**src/rtl/mathgame_pkg.sv**
```systemverilog
// mathgame_pkg: shared state enum, BCD digit type and constants for the math game
package mathgame_pkg;
   typedef enum logic [1:0] {IDLE, PLAY, OVER} rs_state_t;
   typedef logic [3:0] bcd_t;
   localparam bcd_t BCD_NINE = 4'd9;
endpackage

```
**src/rtl/bcd2_sat_add.sv**
```systemverilog
// bcd2_sat_add: two-digit BCD add of a small increment, saturating at a BCD ceiling
module bcd2_sat_add
   import mathgame_pkg::*;
(
   input  logic [3:0] a_tens,
   input  logic [3:0] a_ones,
   input  logic [1:0] inc,
   input  logic [3:0] max_tens,
   input  logic [3:0] max_ones,
   output logic [3:0] sum_tens,
   output logic [3:0] sum_ones
);
   logic [4:0] ones_raw;
   logic [4:0] tens_raw;
   logic [3:0] ones_wrap;
   logic       carry;
   logic       over;
   // tens gets a fifth bit so 99+1 is seen as above any legal ceiling
   always_comb begin
      ones_raw  = {1'b0, a_ones} + {3'b0, inc};
      carry     = ones_raw > {1'b0, BCD_NINE};
      ones_wrap = carry ? 4'(ones_raw - 5'd10) : ones_raw[3:0];
      tens_raw  = {1'b0, a_tens} + {4'b0, carry};
      over      = {tens_raw, ones_wrap} > {1'b0, max_tens, max_ones};
      sum_tens  = over ? max_tens : tens_raw[3:0];
      sum_ones  = over ? max_ones : ones_wrap;
   end
endmodule

```
**src/rtl/round_scorekeeper.sv**
```systemverilog
// round_scorekeeper: game FSM, BCD score with streak tracking and session best; ROUND_SCORE_STREAK_BONUS_EN enables bonus hits
module round_scorekeeper
   import mathgame_pkg::*;
#(
   parameter int MAX_SCORE    = 99,
   parameter int BONUS_PERIOD = 3
) (
   input  logic       clk,
   input  logic       rst,
   input  logic       game_start,
   input  logic       round_valid,
   input  logic       round_hit,
   input  logic       time_up,
   output logic [3:0] score_ones,
   output logic [3:0] score_tens,
   output logic [3:0] best_ones,
   output logic [3:0] best_tens,
   output logic [3:0] streak,
   output logic       playing,
   output logic       game_over,
   output logic       new_best
);
   localparam bcd_t MAX_TENS = bcd_t'(MAX_SCORE / 10);
   localparam bcd_t MAX_ONES = bcd_t'(MAX_SCORE % 10);
   if (MAX_SCORE < 1 || MAX_SCORE > 99 || BONUS_PERIOD < 1 || BONUS_PERIOD > 31) begin : g_bad_param
      $error("round_scorekeeper: illegal MAX_SCORE or BONUS_PERIOD");
   end
   rs_state_t  state_q, state_d;
   bcd_t       sc_tens_q, sc_tens_d, sc_ones_q, sc_ones_d;
   bcd_t       best_tens_q, best_tens_d, best_ones_q, best_ones_d;
   logic [3:0] streak_q, streak_d, streak_inc;
   logic       playing_q, playing_d, game_over_q, game_over_d, new_best_q, new_best_d;
   logic [1:0] inc;
   bcd_t       add_tens, add_ones;
   // streak after a hit, and whether that hit earns the bonus increment
   always_comb begin
      streak_inc = (streak_q == 4'd15) ? 4'd15 : streak_q + 4'd1;
`ifdef ROUND_SCORE_STREAK_BONUS_EN
      inc = (({1'b0, streak_inc} % 5'(BONUS_PERIOD)) == 5'd0) ? 2'd2 : 2'd1;
`else
      inc = 2'd1;
`endif
   end
   bcd2_sat_add u_add (
      .a_tens   (sc_tens_q),
      .a_ones   (sc_ones_q),
      .inc      (inc),
      .max_tens (MAX_TENS),
      .max_ones (MAX_ONES),
      .sum_tens (add_tens),
      .sum_ones (add_ones)
   );
   // next state: the round is scored before time_up so the best compare sees the final score
   always_comb begin
      state_d     = state_q;
      sc_tens_d   = sc_tens_q;
      sc_ones_d   = sc_ones_q;
      streak_d    = streak_q;
      best_tens_d = best_tens_q;
      best_ones_d = best_ones_q;
      new_best_d  = 1'b0;
      if (state_q == PLAY) begin
         if (round_valid) begin
            streak_d  = round_hit ? streak_inc : 4'd0;
            sc_tens_d = round_hit ? add_tens : sc_tens_q;
            sc_ones_d = round_hit ? add_ones : sc_ones_q;
         end
         if (time_up) begin
            state_d = OVER;
            if ({sc_tens_d, sc_ones_d} > {best_tens_q, best_ones_q}) begin
               best_tens_d = sc_tens_d;
               best_ones_d = sc_ones_d;
               new_best_d  = 1'b1;
            end
         end
      end else if (game_start) begin
         state_d   = PLAY;
         sc_tens_d = '0;
         sc_ones_d = '0;
         streak_d  = '0;
      end
      playing_d   = state_d == PLAY;
      game_over_d = state_d == OVER;
   end
   // state and registered outputs
   always_ff @(posedge clk) begin
      if (rst) begin
         state_q     <= IDLE;
         sc_tens_q   <= '0;
         sc_ones_q   <= '0;
         streak_q    <= '0;
         best_tens_q <= '0;
         best_ones_q <= '0;
         playing_q   <= 1'b0;
         game_over_q <= 1'b0;
         new_best_q  <= 1'b0;
      end else begin
         state_q     <= state_d;
         sc_tens_q   <= sc_tens_d;
         sc_ones_q   <= sc_ones_d;
         streak_q    <= streak_d;
         best_tens_q <= best_tens_d;
         best_ones_q <= best_ones_d;
         playing_q   <= playing_d;
         game_over_q <= game_over_d;
         new_best_q  <= new_best_d;
      end
   end
   assign score_tens = sc_tens_q;
   assign score_ones = sc_ones_q;
   assign best_tens  = best_tens_q;
   assign best_ones  = best_ones_q;
   assign streak     = streak_q;
   assign playing    = playing_q;
   assign game_over  = game_over_q;
   assign new_best   = new_best_q;
endmodule

```
**config.mk**
```make
export PLATFORM = sky130hd
export DESIGN_NAME = round_scorekeeper
export DESIGN_NICKNAME = d
export VERILOG_FILES = /design/src/rtl/mathgame_pkg.sv /design/src/rtl/bcd2_sat_add.sv /design/src/rtl/round_scorekeeper.sv
export SDC_FILE = /design/constraint.sdc
export NUM_CORES = 1
export LEC_CHECK = 0
export ABC_AREA = 0
export CORE_AREA = 2 2 63 65
export DETAILED_ROUTE_END_ITERATION = 8
export DIE_AREA = 0 0 65 67
export GPL_TIMING_DRIVEN = 0
export PLACE_DENSITY = 0.79
export REMOVE_ABC_BUFFERS = 1
export SLEW_MARGIN = 20
export SYNTH_ARGS = -nofsm -noshare
export SYNTH_HDL_FRONTEND = slang
export SYNTH_SLANG_ARGS = --single-unit
```
**constraint.sdc**
```tcl
create_clock -name clk -period 5.9 [get_ports clk]
set_input_delay 0.59 -clock clk [delete_from_list [all_inputs] [get_ports clk]]
set_output_delay 0.59 -clock clk [all_outputs]
set_load 0.05 [all_outputs]
```
# --- Word-level counts from Yosys, hierarchy flattened ---
# Index checks and enable logic that the tools add are counted.
word_totals:
  mem_bits_rw: 0
  output_inout_bits: 23
  mem_count: 0
  latch_bits: 0
  romBits: 0
  wordCells: 47
  regBits: 25
op_classes:
  n_div: 0
  n_mux: 20
  n_lt_le_gt_ge: 3
  reduce_logical: 4
  n_shift: 0
  n_eq_ne: 5
  bitwise: 2
  n_addsub: 4
  n_mul: 0
ops:
  columns: ["cell", "count"]
  rows:
  - ["$mux W4", 16]
  - ["$gt A9 B8 Y1 const B", 1]
  - ["$gt A8 B8 Y1", 1]
  - ["$mux W2", 3]
  - ["$add A4 B1 Y5", 1]
  - ["$add A4 B1 Y5 const B", 1]
  - ["$gt A5 B4 Y1 const B", 1]
  - ["$add A4 B1 Y4 const B", 1]
  - ["$eq A2 B1 Y1 const B", 2]
  - ["$eq A4 B4 Y1 const B", 1]
  - ["$sub A4 B4 Y4 const B", 1]
  - ["$reduce_and A3 Y1", 1]
  - ["$reduce_or A3 Y1", 1]
  - ["$eq A2 B2 Y1 const B", 1]
  - ["$ne A2 B2 Y1 const B", 1]
  - ["$not A1 Y1", 2]
  - ["$reduce_and A2 Y1", 1]
  - ["$reduce_bool A2 Y1", 1]
  - ["$mux W1", 1]

# --- Longest topological paths before layout ---
# Gate-level depths: netlist (run 1).
logic_depth:
  depth_word: 10
  ltp_mapped: 24
  ltp_nobuf: 22

# --- By module ---
# From an unflattened synthesis (run 1), not the netlist that was laid out.
unflattened:
  hier_cells: 225
  hier_area_um2: 2019.4
by_module_without_submodules:
  columns: ["module", "seq_area_each_um2", "n_inst", "area_each_um2", "cells_each"]
  rows:
  - ["round_scorekeeper", 500.5, 1, 1365.1, 143]
  - ["bcd2_sat_add", 0.0, 1, 654.4, 82]

# --- Least setup slack after synthesis (run 1) ---
# Ideal clock, no wire load.
synth_path:
  path_kind: "register to register"
  from: "register sc_ones_q[0] (netlist: score_ones[0])"
  to: "register best_ones_q[0] (netlist: best_ones[0])"
  setup_time_ns: 0.088
  required_time_ns: 5.812
  setup_slack_ns: 0.891
  n_path_buf: 2
  stages_incl_launch_ff: 25
  arrival_ns: 4.921
  path_cell_list: "dfxtp_1 buf_4 inv_2 ha_1 inv_1 ha_1 a22oi_2 a21boi_4 inv_1 ha_1 ha_1 or2_1 a21o_1 a21oi_1 o211ai_2 o211ai_2 a32o_1 ha_1 and4_1 nand2_1 o2111ai_2 a21oi_1 buf_4 nor2_1 a311oi_2"
synth_via:
  elab_chain_cells: 10
  word_cells_on_any_way: 16
  cone_classes: "add/sub: 3; order compare: 3; mux: 9; reduce/logical: 1"
synth_rtl:
  columns: ["element", "line_no", "source"]
  rows:
  - ["from (decl)", "round_scorekeeper.sv:29", "bcd_t sc_tens_q, sc_tens_d, sc_ones_q, sc_ones_d;"]
  - ["from (signal assigned)", "round_scorekeeper.sv:100", "sc_ones_q <= sc_ones_d;"]
  - ["$add A4 B1 Y5", "bcd2_sat_add.sv:20", "ones_raw = {1'b0, a_ones} + {3'b0, inc};"]
  - ["$gt A5 B4 Y1 / $sub A4 B4 Y4 (equally long branches)", "bcd2_sat_add.sv:21, bcd2_sat_add.sv:22", null]
  - ["$add A4 B1 Y5 / $mux W4 (equally long branches)", "bcd2_sat_add.sv:23, bcd2_sat_add.sv:22", null]
  - ["$gt A9 B8 Y1", "bcd2_sat_add.sv:24", "over = {tens_raw, ones_wrap} > {1'b0, max_tens, max_ones};"]
  - ["$mux W4, on equally long branches", "bcd2_sat_add.sv:26, bcd2_sat_add.sv:25", null]
  - ["$mux W4, on equally long branches", "round_scorekeeper.sv:66, round_scorekeeper.sv:65", null]
  - ["$mux W4", "round_scorekeeper.sv:63", "if (round_valid) begin"]
  - ["$mux W4", "round_scorekeeper.sv:62", "if (state_q == PLAY) begin"]
  - ["$gt A8 B8 Y1", "round_scorekeeper.sv:70", "if ({sc_tens_d, sc_ones_d} > {best_tens_q, best_ones_q}) begin"]
  - ["$reduce_and A3 Y1 (no source line)", null, null]
  - ["to (signal assigned)", "round_scorekeeper.sv:103", "best_ones_q <= best_ones_d;"]
  - ["to (decl)", "round_scorekeeper.sv:30", "bcd_t best_tens_q, best_tens_d, best_ones_q, best_ones_d;"]
# Parallel ways exist; a longest one is shown, timed or not. The select of a mux whose other input is x is not followed.
# A chain may end at the register's enable or synchronous reset.

# --- Final worst setup path (run 1) ---
layout_path:
  from: "register sc_ones_q[0] (netlist: score_ones[0])"
  to: "register best_tens_q[2] (netlist: best_tens[2])"
layout_via:
  elab_chain_cells: 10
  word_cells_on_any_way: 16
  cone_classes: "add/sub: 3; order compare: 3; mux: 9; reduce/logical: 1"
layout_rtl:
  columns: ["element", "line_no", "source"]
  rows:
  - ["$add A4 B1 Y5", "bcd2_sat_add.sv:20", null]
  - ["$gt A5 B4 Y1 / $sub A4 B4 Y4 (equally long branches)", "bcd2_sat_add.sv:21, bcd2_sat_add.sv:22", null]
  - ["$add A4 B1 Y5 / $mux W4 (equally long branches)", "bcd2_sat_add.sv:23, bcd2_sat_add.sv:22", null]
  - ["$gt A9 B8 Y1", "bcd2_sat_add.sv:24", null]
  - ["$mux W4, on equally long branches", "bcd2_sat_add.sv:26, bcd2_sat_add.sv:25", null]
  - ["$mux W4, on equally long branches", "round_scorekeeper.sv:66, round_scorekeeper.sv:65", null]
  - ["$mux W4", "round_scorekeeper.sv:63", null]
  - ["$mux W4", "round_scorekeeper.sv:62", null]
  - ["$gt A8 B8 Y1", "round_scorekeeper.sv:70", null]
  - ["$reduce_and A3 Y1 (no source line)", null, null]
  - ["to (signal assigned)", "round_scorekeeper.sv:102", "best_tens_q <= best_tens_d;"]
  - ["to (decl)", "round_scorekeeper.sv:30", null]
# Parallel ways exist; a longest one is shown, timed or not. The select of a mux whose other input is x is not followed.

==> impl_results.html, run 1 <==
<table>
<tr><th>Metric</th><th>Value</th></tr>
<tr><th colspan="2">Worst setup path</th></tr>
<tr><td>Endpoint type of the worst setup path</td><td>flop</td></tr>
<tr><td>Worst EP arrival</td><td>5.32 ns</td></tr>
<tr><td>Crit-path most repeated cell</td><td>sky130_fd_sc_hd__ha_1</td></tr>
<tr><td>Delay of the slowest cell on the worst path</td><td>0.50 ns</td></tr>
<tr><td>RR Endpoint</td><td>best_tens[2]$_SDFFE_PP0P_</td></tr>
<tr><td>Nature of the critical path startpoint</td><td>flop</td></tr>
<tr><td>Slowest stage cell, crit path</td><td>sky130_fd_sc_hd__dfxtp_2</td></tr>
<tr><td>Launching point of the worst reg2reg path</td><td>score_ones[0]$_SDFFE_PP0P_</td></tr>
<tr><td>Slack of the worst reg-to-reg path</td><td>0.71 ns</td></tr>
<tr><td>Max FO, Critical Path</td><td>13</td></tr>
<tr><td>Critical path start-end classification</td><td>flop to flop</td></tr>
<tr><td>Number of cell instances on the worst register-to-register path</td><td>22</td></tr>
<tr><td>Endpoint required time on the critical path</td><td>6.02 ns</td></tr>
<tr><td>Crit path launch</td><td>score_ones[0]$_SDFFE_PP0P_</td></tr>
<tr><td>Critical path cell sequence</td><td>inv_2 &gt; ha_1 &gt; inv_1 &gt; ha_1 &gt; a22oi_2 &gt; a21boi_4 &gt; inv_1 &gt; ha_1 &gt; ha_1 &gt; or2_1 &gt; a21o_1 &gt; a21oi_1 &gt; o211ai_2 &gt; o211ai_2 &gt; a32o_1 &gt; ha_1 &gt; and4_1 &gt; nand2_1 &gt; o2111ai_2 &gt; a21oi_4 &gt; o2111ai_1 &gt; nor4b_2</td></tr>
<tr><th colspan="2">Route</th></tr>
<tr><td>Count of unresolved DRC violations after routing</td><td>0</td></tr>
<tr><td>Number of iterations in the first detailed-routing pass</td><td>4</td></tr>
<tr><td>Antenna viol nets, final</td><td>0</td></tr>
<tr><td>Total wire length</td><td>3980 um</td></tr>
<tr><td>Via count normalized by instance count</td><td>5.70</td></tr>
<tr><td>DR WL/cell</td><td>13.5 um</td></tr>
<tr><td>Iteration-0 DRC count of the detailed router</td><td>89</td></tr>
<tr><td>Count of vias placed by the detailed router</td><td>1,677</td></tr>
<tr><th colspan="2">Power and ir drop</th></tr>
<tr><td>Power per unit of standard cell area</td><td>168 nW/um2</td></tr>
<tr><td>IR Drop Worst-Case VDD</td><td>0.180 mV</td></tr>
<tr><td>Static leakage</td><td>0.788 nW</td></tr>
<tr><th colspan="2">Worst hold path</th></tr>
<tr><td>Startpoint of the most critical hold path</td><td>best_tens[3]$_SDFFE_PP0P_</td></tr>
<tr><td>Classification of the worst-slack hold path</td><td>flop to flop</td></tr>
<tr><td>Hold Crit Endpoint</td><td>best_tens[3]$_SDFFE_PP0P_</td></tr>
<tr><td>Hold depth</td><td>2</td></tr>
<tr><th colspan="2">Die</th></tr>
<tr><td>Cell row count</td><td>22</td></tr>
<tr><td>Effective utilization at floorplan</td><td>50.8%</td></tr>
<tr><td>Area of the die</td><td>4360 um2</td></tr>
<tr><td>Die Ht</td><td>67 um</td></tr>
<tr><td>CORE AREA</td><td>3610 um2</td></tr>
<tr><td>Die width</td><td>65 um</td></tr>
<tr><td>Top-level I/O count</td><td>29</td></tr>
<tr><th colspan="2">Synth</th></tr>
<tr><td>Post-synthesis register bit count</td><td>25</td></tr>
<tr><td>Post-synthesis sequential area ratio</td><td>27.3%</td></tr>
<tr><td>Flip-flop cell with the highest count after synthesis</td><td>sky130_fd_sc_hd__dfxtp_1</td></tr>
<tr><td>Cell area after technology mapping</td><td>1830 um2</td></tr>
<tr><td>Mean Syn Cell Area</td><td>8.18 um2</td></tr>
<tr><td>Number of instances in the synthesized netlist</td><td>224</td></tr>
<tr><td>Count of different cell masters after synthesis</td><td>57</td></tr>
<tr><td>Number of warnings printed during yosys synthesis</td><td>0</td></tr>
<tr><td>Share of flip-flops with an asynchronous set or reset after synthesis</td><td>0%</td></tr>
<tr><td>Count of flip-flops with a built-in enable after synthesis</td><td>0</td></tr>
<tr><th colspan="2">STA</th></tr>
<tr><td>Post-route fraction of the period consumed by the critical path</td><td>88.0%</td></tr>
<tr><td>RSZ-0062 raised after global routing</td><td>no</td></tr>
<tr><td>Final hold violation count</td><td>0</td></tr>
<tr><td>Maximum achievable frequency</td><td>193 MHz</td></tr>
<tr><td>Sum of negative setup slack</td><td>0 ns</td></tr>
<tr><td>Max-slew violation count</td><td>0</td></tr>
<tr><td>Actual transition at the worst max-transition pin</td><td>0.893 ns</td></tr>
<tr><td>Worst slew margin</td><td>40.3%</td></tr>
<tr><td>Fin Clk Skew</td><td>0.00389 ns</td></tr>
<tr><td>Minimum clock period</td><td>5.19 ns</td></tr>
<tr><td>Total of endpoints with negative setup slack in the final report</td><td>0</td></tr>
<tr><td>Worst Hold Slack</td><td>0.500 ns</td></tr>
<tr><th colspan="2">Global route</th></tr>
<tr><td>Overall track demand over capacity in global routing</td><td>20.0%</td></tr>
<tr><td>Remaining global-route overflow</td><td>0</td></tr>
<tr><td>First-pass GRT wire length</td><td>6970 um</td></tr>
<tr><td>Initial antenna violation count</td><td>0</td></tr>
<tr><td>Pin count of the biggest net entering global routing</td><td>23</td></tr>
<tr><td>Number of global-route vias before repair</td><td>1,561</td></tr>
<tr><th colspan="2">Cells and area</th></tr>
<tr><td>Area of the multi-input gates</td><td>1230 um2</td></tr>
<tr><td>Final Non-Filler Cells</td><td>294</td></tr>
<tr><td>Sequential cell area</td><td>502 um2</td></tr>
<tr><td>Growth of design area from synthesis to finish</td><td>18.4%</td></tr>
<tr><td>Number of filler cells placed in the layout</td><td>329</td></tr>
<tr><td>Number of nets in the final layout</td><td>267</td></tr>
<tr><td>Cell area after layout</td><td>2170 um2</td></tr>
<tr><td>Fraction of final layout cells sized beyond drive strength 1</td><td>9.76%</td></tr>
<tr><td>Number of diodes</td><td>0</td></tr>
<tr><th colspan="2">Placement</th></tr>
<tr><td># port buffers</td><td>28</td></tr>
<tr><td>Placed Instance Area</td><td>2110 um2</td></tr>
<tr><td>Half-perimeter wire length after detailed placement</td><td>2970 um</td></tr>
<tr><td>Cell total after placement</td><td>290</td></tr>
<tr><td>Routability-driven placement congestion ratio</td><td>0.827</td></tr>
<tr><th colspan="2">Clocking</th></tr>
<tr><td>H-tree depth</td><td>1</td></tr>
<tr><td>Clock buffers created by TritonCTS</td><td>3</td></tr>
<tr><td>Clock Path Buffers</td><td>2</td></tr>
<tr><td>Clock network latency to the later pin of the worst-skew pair</td><td>0.27 ns</td></tr>
<tr><td>Sink count of the clock tree</td><td>25</td></tr>
<tr><td>Clock Root Buffer</td><td>sky130_fd_sc_hd__clkbuf_8</td></tr>
<tr><td>Buffers inserted during post-CTS setup optimization</td><td>0</td></tr>
<tr><td>Reg clk slew, reported paths</td><td>0.09 ns</td></tr>
<tr><td>TritonCTS clock tree</td><td>built</td></tr>
<tr><th colspan="2">Status</th></tr>
<tr><td>Status</td><td>finished clean</td></tr>
<tr><th colspan="2">Run</th></tr>
<tr><td>Reported max-cap violation count</td><td>0</td></tr>
</table>
[how the worst max path moves through the flow]
| stage | endpoint | depth (start not counted) |
|---|---|---|
| finish | best_tens[2]$_SDFFE_PP0P_ | 22 |
| global route | best_tens[2]$_SDFFE_PP0P_ | 22 |
| CTS | best_tens[2]$_SDFFE_PP0P_ | 21 |
| detailed placement | best_tens[2]$_SDFFE_PP0P_ | 22 |
| global placement | best_tens[2]$_SDFFE_PP0P_ | 21 |
| floorplan | best_tens[2]$_SDFFE_PP0P_ | 21 |
[power breakdown]
part	switching, W	internal [W]
sequential	0.00000523	0.000174
clock	0.0000536	0.0000483
combinational	0.0000532	0.0000299
total	0.000112	0.000252
[registers in the layout, summed over array words and instances, names as in the netlist]
register and flops:
new_best 1, streak 4, best_tens 4, game_over 1
best_ones 4, score_ones 4, playing 1, score_tens 4
state_q 2
[timing repair]
| action | CTS | global route |
|---|---|---|
| hold buffers | 0 | 0 |
| setup endpoints to repair | 1 | 6 |
| resized for setup | 1 | 2 |
[layout make-up]
class	count	area share (%)
Sequential cell	25	23.1
Clock buffer	4	2.08
Tap cell	48	2.77
Timing Repair Buffer	28	12.9
Multi-Input combinational cell	175	56.7
Inverter	14	2.42
[metal layers]
layer / part of all wire, % / up-vias / wire (um) / GRT usage [%]
li1: - / 853 / - / -
met1: 47 / 770 / 1870 / 25.5
met2: 47 / 46 / 1870 / 34.9
met3: 4.8 / 8 / 192 / 3.72
met4: 1.2 / 0 / 48 / 4.79
met5: 0 / - / 0 / 0
[layout by cell type, fill, tap and decap left out, types with 2 or more instances in the layout]
cell,instances
sky130_fd_sc_hd__a21o_1,2
sky130_fd_sc_hd__o31ai_1,2
sky130_fd_sc_hd__a32o_1,2
sky130_fd_sc_hd__and2_1,4
sky130_fd_sc_hd__nand3_1,3
sky130_fd_sc_hd__nand2_1,19
sky130_fd_sc_hd__o211ai_1,3
sky130_fd_sc_hd__o211ai_2,2
sky130_fd_sc_hd__o2111ai_2,2
sky130_fd_sc_hd__a21oi_1,18
sky130_fd_sc_hd__o21ai_0,14
sky130_fd_sc_hd__inv_1,13
sky130_fd_sc_hd__and3_1,4
sky130_fd_sc_hd__nor2b_1,2
sky130_fd_sc_hd__and4_1,2
sky130_fd_sc_hd__nor3_1,8
sky130_fd_sc_hd__nor2_1,25
sky130_fd_sc_hd__mux2i_1,2
sky130_fd_sc_hd__o21ai_1,5
sky130_fd_sc_hd__or2_2,2
sky130_fd_sc_hd__clkdlybuf4s50_1,28
sky130_fd_sc_hd__xnor2_2,2
sky130_fd_sc_hd__a311oi_2,3
sky130_fd_sc_hd__clkbuf_8,3
sky130_fd_sc_hd__nand2b_1,6
sky130_fd_sc_hd__ha_1,14
sky130_fd_sc_hd__dfxtp_1,24
sky130_fd_sc_hd__o21a_1,3
[synth_stat cells (4+ instances only)]
master,number,share of area (%)
sky130_fd_sc_hd__nor2_1,25,5.1
sky130_fd_sc_hd__ha_1,14,9.6
sky130_fd_sc_hd__o21ai_0,14,3.8
sky130_fd_sc_hd__and3_1,4,1.4
sky130_fd_sc_hd__nor3_1,8,2.2
sky130_fd_sc_hd__and2_1,4,1.4
sky130_fd_sc_hd__inv_1,13,2.7
sky130_fd_sc_hd__nand2_1,19,3.9
sky130_fd_sc_hd__dfxtp_1,25,27
sky130_fd_sc_hd__o21ai_1,5,1.4
sky130_fd_sc_hd__a21oi_1,19,5.2
sky130_fd_sc_hd__nand2b_1,6,2.0
[cells by family (layout without fill, tap and decap cells)]
logic type	after synthesis	after routing	synth area share, %
XOR/XNOR	5	5	4.24
flip-flops	25	25	27.3
multiplexers	3	3	1.91
adder cells (fa/ha/maj)	14	14	9.56
AO/OA/AOI/OAI	71	71	28.3
buffers and inverters	24	46	6.15
AND/OR/NAND/NOR	82	82	22.5
[worst max-delay path, delay by kind of cell, from the launching register on]
| kind | cells | cell delay [ns] |
|---|---|---|
| adder cells (fa/ha/maj) | 5 | 1.37 |
| buffers and inverters | 3 | 0.25 |
| AO/OA/AOI/OAI | 10 | 2.18 |
| flip-flops | 1 | 0.50 |
| AND/OR/NAND/NOR | 4 | 0.73 |
[through the flow]
stage | utilization [%] | setup WS [ns] | total power, W
2_1_floorplan | - | 0.542 | 0.000239
3_3_place_gp | 58.6 | 0.0878 | 0.000262
3_5_place_dp | 58.6 | 0.0114 | 0.000264
4_1_cts | 59.9 | 0.341 | 0.000366
5_1_grt | 60.2 | 0.230 | 0.000384
6_report | 60.2 | 0.706 | 0.000364
Note: power is estimated with default switching activity, not from simulation.
==> inputs of run 2 (changes only) <==
Settings changed: PLACE_DENSITY 0.79 to 0.75.
==> run 2 against run 1 <==
- count of clock-buffer cells in the layout is 1 lower
- utilization hardly changed
- non-clock buffer count stayed put
==> impl_results.html, run 2 (synthesis gave the netlist of run 1 again) <==
<table>
<tr><th>Metric</th><th>Value</th></tr>
<tr><th colspan="2">Status</th></tr>
<tr><td>Status</td><td>finished clean</td></tr>
<tr><th colspan="2">Clocking</th></tr>
<tr><td>Reg clk slew, reported paths</td><td>0.09 ns</td></tr>
<tr><td>Clock buffers created by TritonCTS</td><td>3</td></tr>
<tr><td>Clock Path Buffers</td><td>2</td></tr>
<tr><td>H-tree depth</td><td>1</td></tr>
<tr><td>CTS Hold Bufs</td><td>0</td></tr>
<tr><td>Clock Root Buffer</td><td>sky130_fd_sc_hd__clkbuf_8</td></tr>
<tr><td>Buffers inserted during post-CTS setup optimization</td><td>0</td></tr>
<tr><td>Clock network latency to the later pin of the worst-skew pair</td><td>0.27 ns</td></tr>
<tr><td>Sink count of the clock tree</td><td>25</td></tr>
<tr><td>TritonCTS clock tree</td><td>built</td></tr>
<tr><th colspan="2">Die</th></tr>
<tr><td>CORE AREA</td><td>3610 um2</td></tr>
<tr><td>Effective utilization at floorplan</td><td>50.8%</td></tr>
<tr><td>Top-level I/O count</td><td>29</td></tr>
<tr><td>Die Ht</td><td>67 um</td></tr>
<tr><td>Cell row count</td><td>22</td></tr>
<tr><td>Die width</td><td>65 um</td></tr>
<tr><td>Area of the die</td><td>4360 um2</td></tr>
<tr><th colspan="2">Global route</th></tr>
<tr><td>Initial antenna violation count</td><td>0</td></tr>
<tr><td>First-pass GRT wire length</td><td>6820 um</td></tr>
<tr><td>Overall track demand over capacity in global routing</td><td>19.7%</td></tr>
<tr><td>Pin count of the biggest net entering global routing</td><td>23</td></tr>
<tr><td>Remaining global-route overflow</td><td>0</td></tr>
<tr><td>Number of global-route vias before repair</td><td>1,510</td></tr>
<tr><th colspan="2">Placement</th></tr>
<tr><td>Placed Instance Area</td><td>2110 um2</td></tr>
<tr><td>Routability-driven placement congestion ratio</td><td>0.859</td></tr>
<tr><td># port buffers</td><td>28</td></tr>
<tr><td>Half-perimeter wire length after detailed placement</td><td>2940 um</td></tr>
<tr><th colspan="2">STA</th></tr>
<tr><td>Actual transition at the worst max-transition pin</td><td>0.926 ns</td></tr>
<tr><td>Total of endpoints with negative setup slack in the final report</td><td>0</td></tr>
<tr><td>Worst Hold Slack</td><td>0.493 ns</td></tr>
<tr><td>Post-route fraction of the period consumed by the critical path</td><td>88.7%</td></tr>
<tr><td>RSZ-0062 raised after global routing</td><td>no</td></tr>
<tr><td>Max-slew violation count</td><td>0</td></tr>
<tr><td>Sum of negative setup slack</td><td>0 ns</td></tr>
<tr><td>Fin Clk Skew</td><td>0.00664 ns</td></tr>
<tr><td>Maximum achievable frequency</td><td>191 MHz</td></tr>
<tr><td>Worst slew margin</td><td>38.1%</td></tr>
<tr><td>Final hold violation count</td><td>0</td></tr>
<tr><td>Minimum clock period</td><td>5.23 ns</td></tr>
<tr><th colspan="2">Worst setup path</th></tr>
<tr><td>Sum of buffers and inverters on the critical path</td><td>3</td></tr>
<tr><td>Slack of the worst reg-to-reg path</td><td>0.67 ns</td></tr>
<tr><td>Max FO, Critical Path</td><td>13</td></tr>
<tr><td>Endpoint required time on the critical path</td><td>6.02 ns</td></tr>
<tr><td>Nature of the critical path startpoint</td><td>flop</td></tr>
<tr><td>Crit path launch</td><td>score_ones[0]$_SDFFE_PP0P_</td></tr>
<tr><td>Delay of the slowest cell on the worst path</td><td>0.52 ns</td></tr>
<tr><td>Launching point of the worst reg2reg path</td><td>score_ones[0]$_SDFFE_PP0P_</td></tr>
<tr><td>Critical path start-end classification</td><td>flop to flop</td></tr>
<tr><td>Path length in cells of the critical path</td><td>22</td></tr>
<tr><td>Worst EP arrival</td><td>5.35 ns</td></tr>
<tr><td>Capture point of the critical path</td><td>best_tens[2]$_SDFFE_PP0P_</td></tr>
<tr><td>RR Endpoint</td><td>best_tens[2]$_SDFFE_PP0P_</td></tr>
<tr><td>Largest delay share family, worst path</td><td>compound AO/OA/AOI/OAI gates</td></tr>
<tr><td>Number of cell instances on the worst register-to-register path</td><td>22</td></tr>
<tr><td>Crit-path most repeated cell</td><td>sky130_fd_sc_hd__ha_1</td></tr>
<tr><td>Critical path cell sequence</td><td>inv_2 &gt; ha_1 &gt; inv_1 &gt; ha_1 &gt; a22oi_2 &gt; a21boi_4 &gt; inv_1 &gt; ha_1 &gt; ha_1 &gt; or2_1 &gt; a21o_1 &gt; a21oi_1 &gt; o211ai_2 &gt; o211ai_2 &gt; a32o_1 &gt; ha_1 &gt; and4_1 &gt; nand2_1 &gt; o2111ai_2 &gt; a21oi_4 &gt; o2111ai_1 &gt; nor4b_2</td></tr>
<tr><td>Slowest stage cell, crit path</td><td>sky130_fd_sc_hd__dfxtp_2</td></tr>
<tr><td>Endpoint type of the worst setup path</td><td>flop</td></tr>
<tr><th colspan="2">Route</th></tr>
<tr><td>Via count normalized by instance count</td><td>5.77</td></tr>
<tr><td>Total wire length</td><td>3970 um</td></tr>
<tr><td>DR WL/cell</td><td>13.5 um</td></tr>
<tr><td>Iteration-0 DRC count of the detailed router</td><td>100</td></tr>
<tr><td>Count of unresolved DRC violations after routing</td><td>0</td></tr>
<tr><td>Antenna viol nets, final</td><td>0</td></tr>
<tr><td>Number of iterations in the first detailed-routing pass</td><td>4</td></tr>
<tr><td>Count of vias placed by the detailed router</td><td>1,695</td></tr>
<tr><th colspan="2">Worst hold path</th></tr>
<tr><td>Classification of the worst-slack hold path</td><td>flop to flop</td></tr>
<tr><th colspan="2">Run</th></tr>
<tr><td>Reported max-cap violation count</td><td>0</td></tr>
<tr><th colspan="2">Cells and area</th></tr>
<tr><td>Growth of design area from synthesis to finish</td><td>18.5%</td></tr>
<tr><td>Fraction of final layout cells sized beyond drive strength 1</td><td>10.2%</td></tr>
<tr><td>Highest-count cells in the layout ignoring fill and taps</td><td>28 x sky130_fd_sc_hd__clkdlybuf4s50_1, 25 x sky130_fd_sc_hd__nor2_1, 24 x sky130_fd_sc_hd__dfxtp_1</td></tr>
<tr><td>Number of nets in the final layout</td><td>267</td></tr>
<tr><td>Most common library cell in the layout ignoring fill and taps</td><td>sky130_fd_sc_hd__clkdlybuf4s50_1</td></tr>
<tr><td>Number of diodes</td><td>0</td></tr>
<tr><td>Cell area after layout</td><td>2170 um2</td></tr>
<tr><th colspan="2">Power and ir drop</th></tr>
<tr><td>Power per unit of standard cell area</td><td>167 nW/um2</td></tr>
<tr><td>IR Drop Worst-Case VDD</td><td>0.169 mV</td></tr>
<tr><td>Static leakage</td><td>0.791 nW</td></tr>
</table>
==> run 2: cell count changes in the layout (fill, tap and decap cells not counted), sizes merged <==
cell / before / now
clkbuf: 4 / 3
clkinv: 0 / 1
==> run 2: metal layers <==
metal | track usage, % | wire length, um | part of all wire, %
met5 | 0 | 0 | 0
met4 | 2.93 | 6 | 0.15
met3 | 3.04 | 204 | 5.1
met2 | 35.4 | 1940 | 49
met1 | 25.1 | 1820 | 46
==> run 2: worst min path at each step <==
| stage | slack [ns] | from | depth (start not counted) | end |
|---|---|---|---|---|
| 2_1_floorplan | 0.48 | state_q[1]$_SDFF_PP0_ | 2 | state_q[1]$_SDFF_PP0_ |
| 3_3_place_gp | 0.48 | streak[1]$_SDFFE_PP0P_ | 2 | streak[1]$_SDFFE_PP0P_ |
| 3_5_place_dp | 0.48 | streak[1]$_SDFFE_PP0P_ | 2 | streak[1]$_SDFFE_PP0P_ |
| 4_1_cts | 0.50 | best_tens[3]$_SDFFE_PP0P_ | 2 | best_tens[3]$_SDFFE_PP0P_ |
| 5_1_grt | 0.53 | streak[1]$_SDFFE_PP0P_ | 2 | streak[1]$_SDFFE_PP0P_ |
| 6_report | 0.49 | streak[1]$_SDFFE_PP0P_ | 2 | streak[1]$_SDFFE_PP0P_ |
==> run 2: cell type report <==
class                      instances  area, um2
clock buffer                       3       41.3
clock inverter                     1       5.00
fill                             338       1440
inverter                          14       52.6
multi-input combinational        175       1230
sequential                        25        502
tap                               48       60.1
timing repair buffer              28        280
==> run 2: where the power goes <==
part,internal (W),switching [W]
logic,0.0000299,0.0000528
clock network,0.0000472,0.0000527
registers,0.000174,0.00000520
total,0.000251,0.000111
==> run 2: worst reg2reg max path, delay by kind of cell, from the launching register on <==
family / cells / cell delay [ns]
simple gates: 4 / 0.75
compound gates: 10 / 2.22
flops: 1 / 0.52
fa+ha+maj: 5 / 1.37
buf+inv: 3 / 0.25
==> run 2: stage by stage <==
stage	instances	worst slack [ns]	total power, W	utilization (%)
finish	294	0.669	0.000362	60.2
global route	294	0.222	0.000383	60.2
CTS	294	0.292	0.000366	60.0
global placement	290	-0.00254	0.000263	58.6
detailed placement	290	-0.0421	0.000264	58.6
floorplan	214	0.542	0.000239	-
==> run 2: timing repair <==
item                                    in CTS  in global routing
resized for setup                            1                  2
pin swaps                                    0                  0
endpoints found under the hold margin        0                  0
endpoints found under the setup margin       1                  5
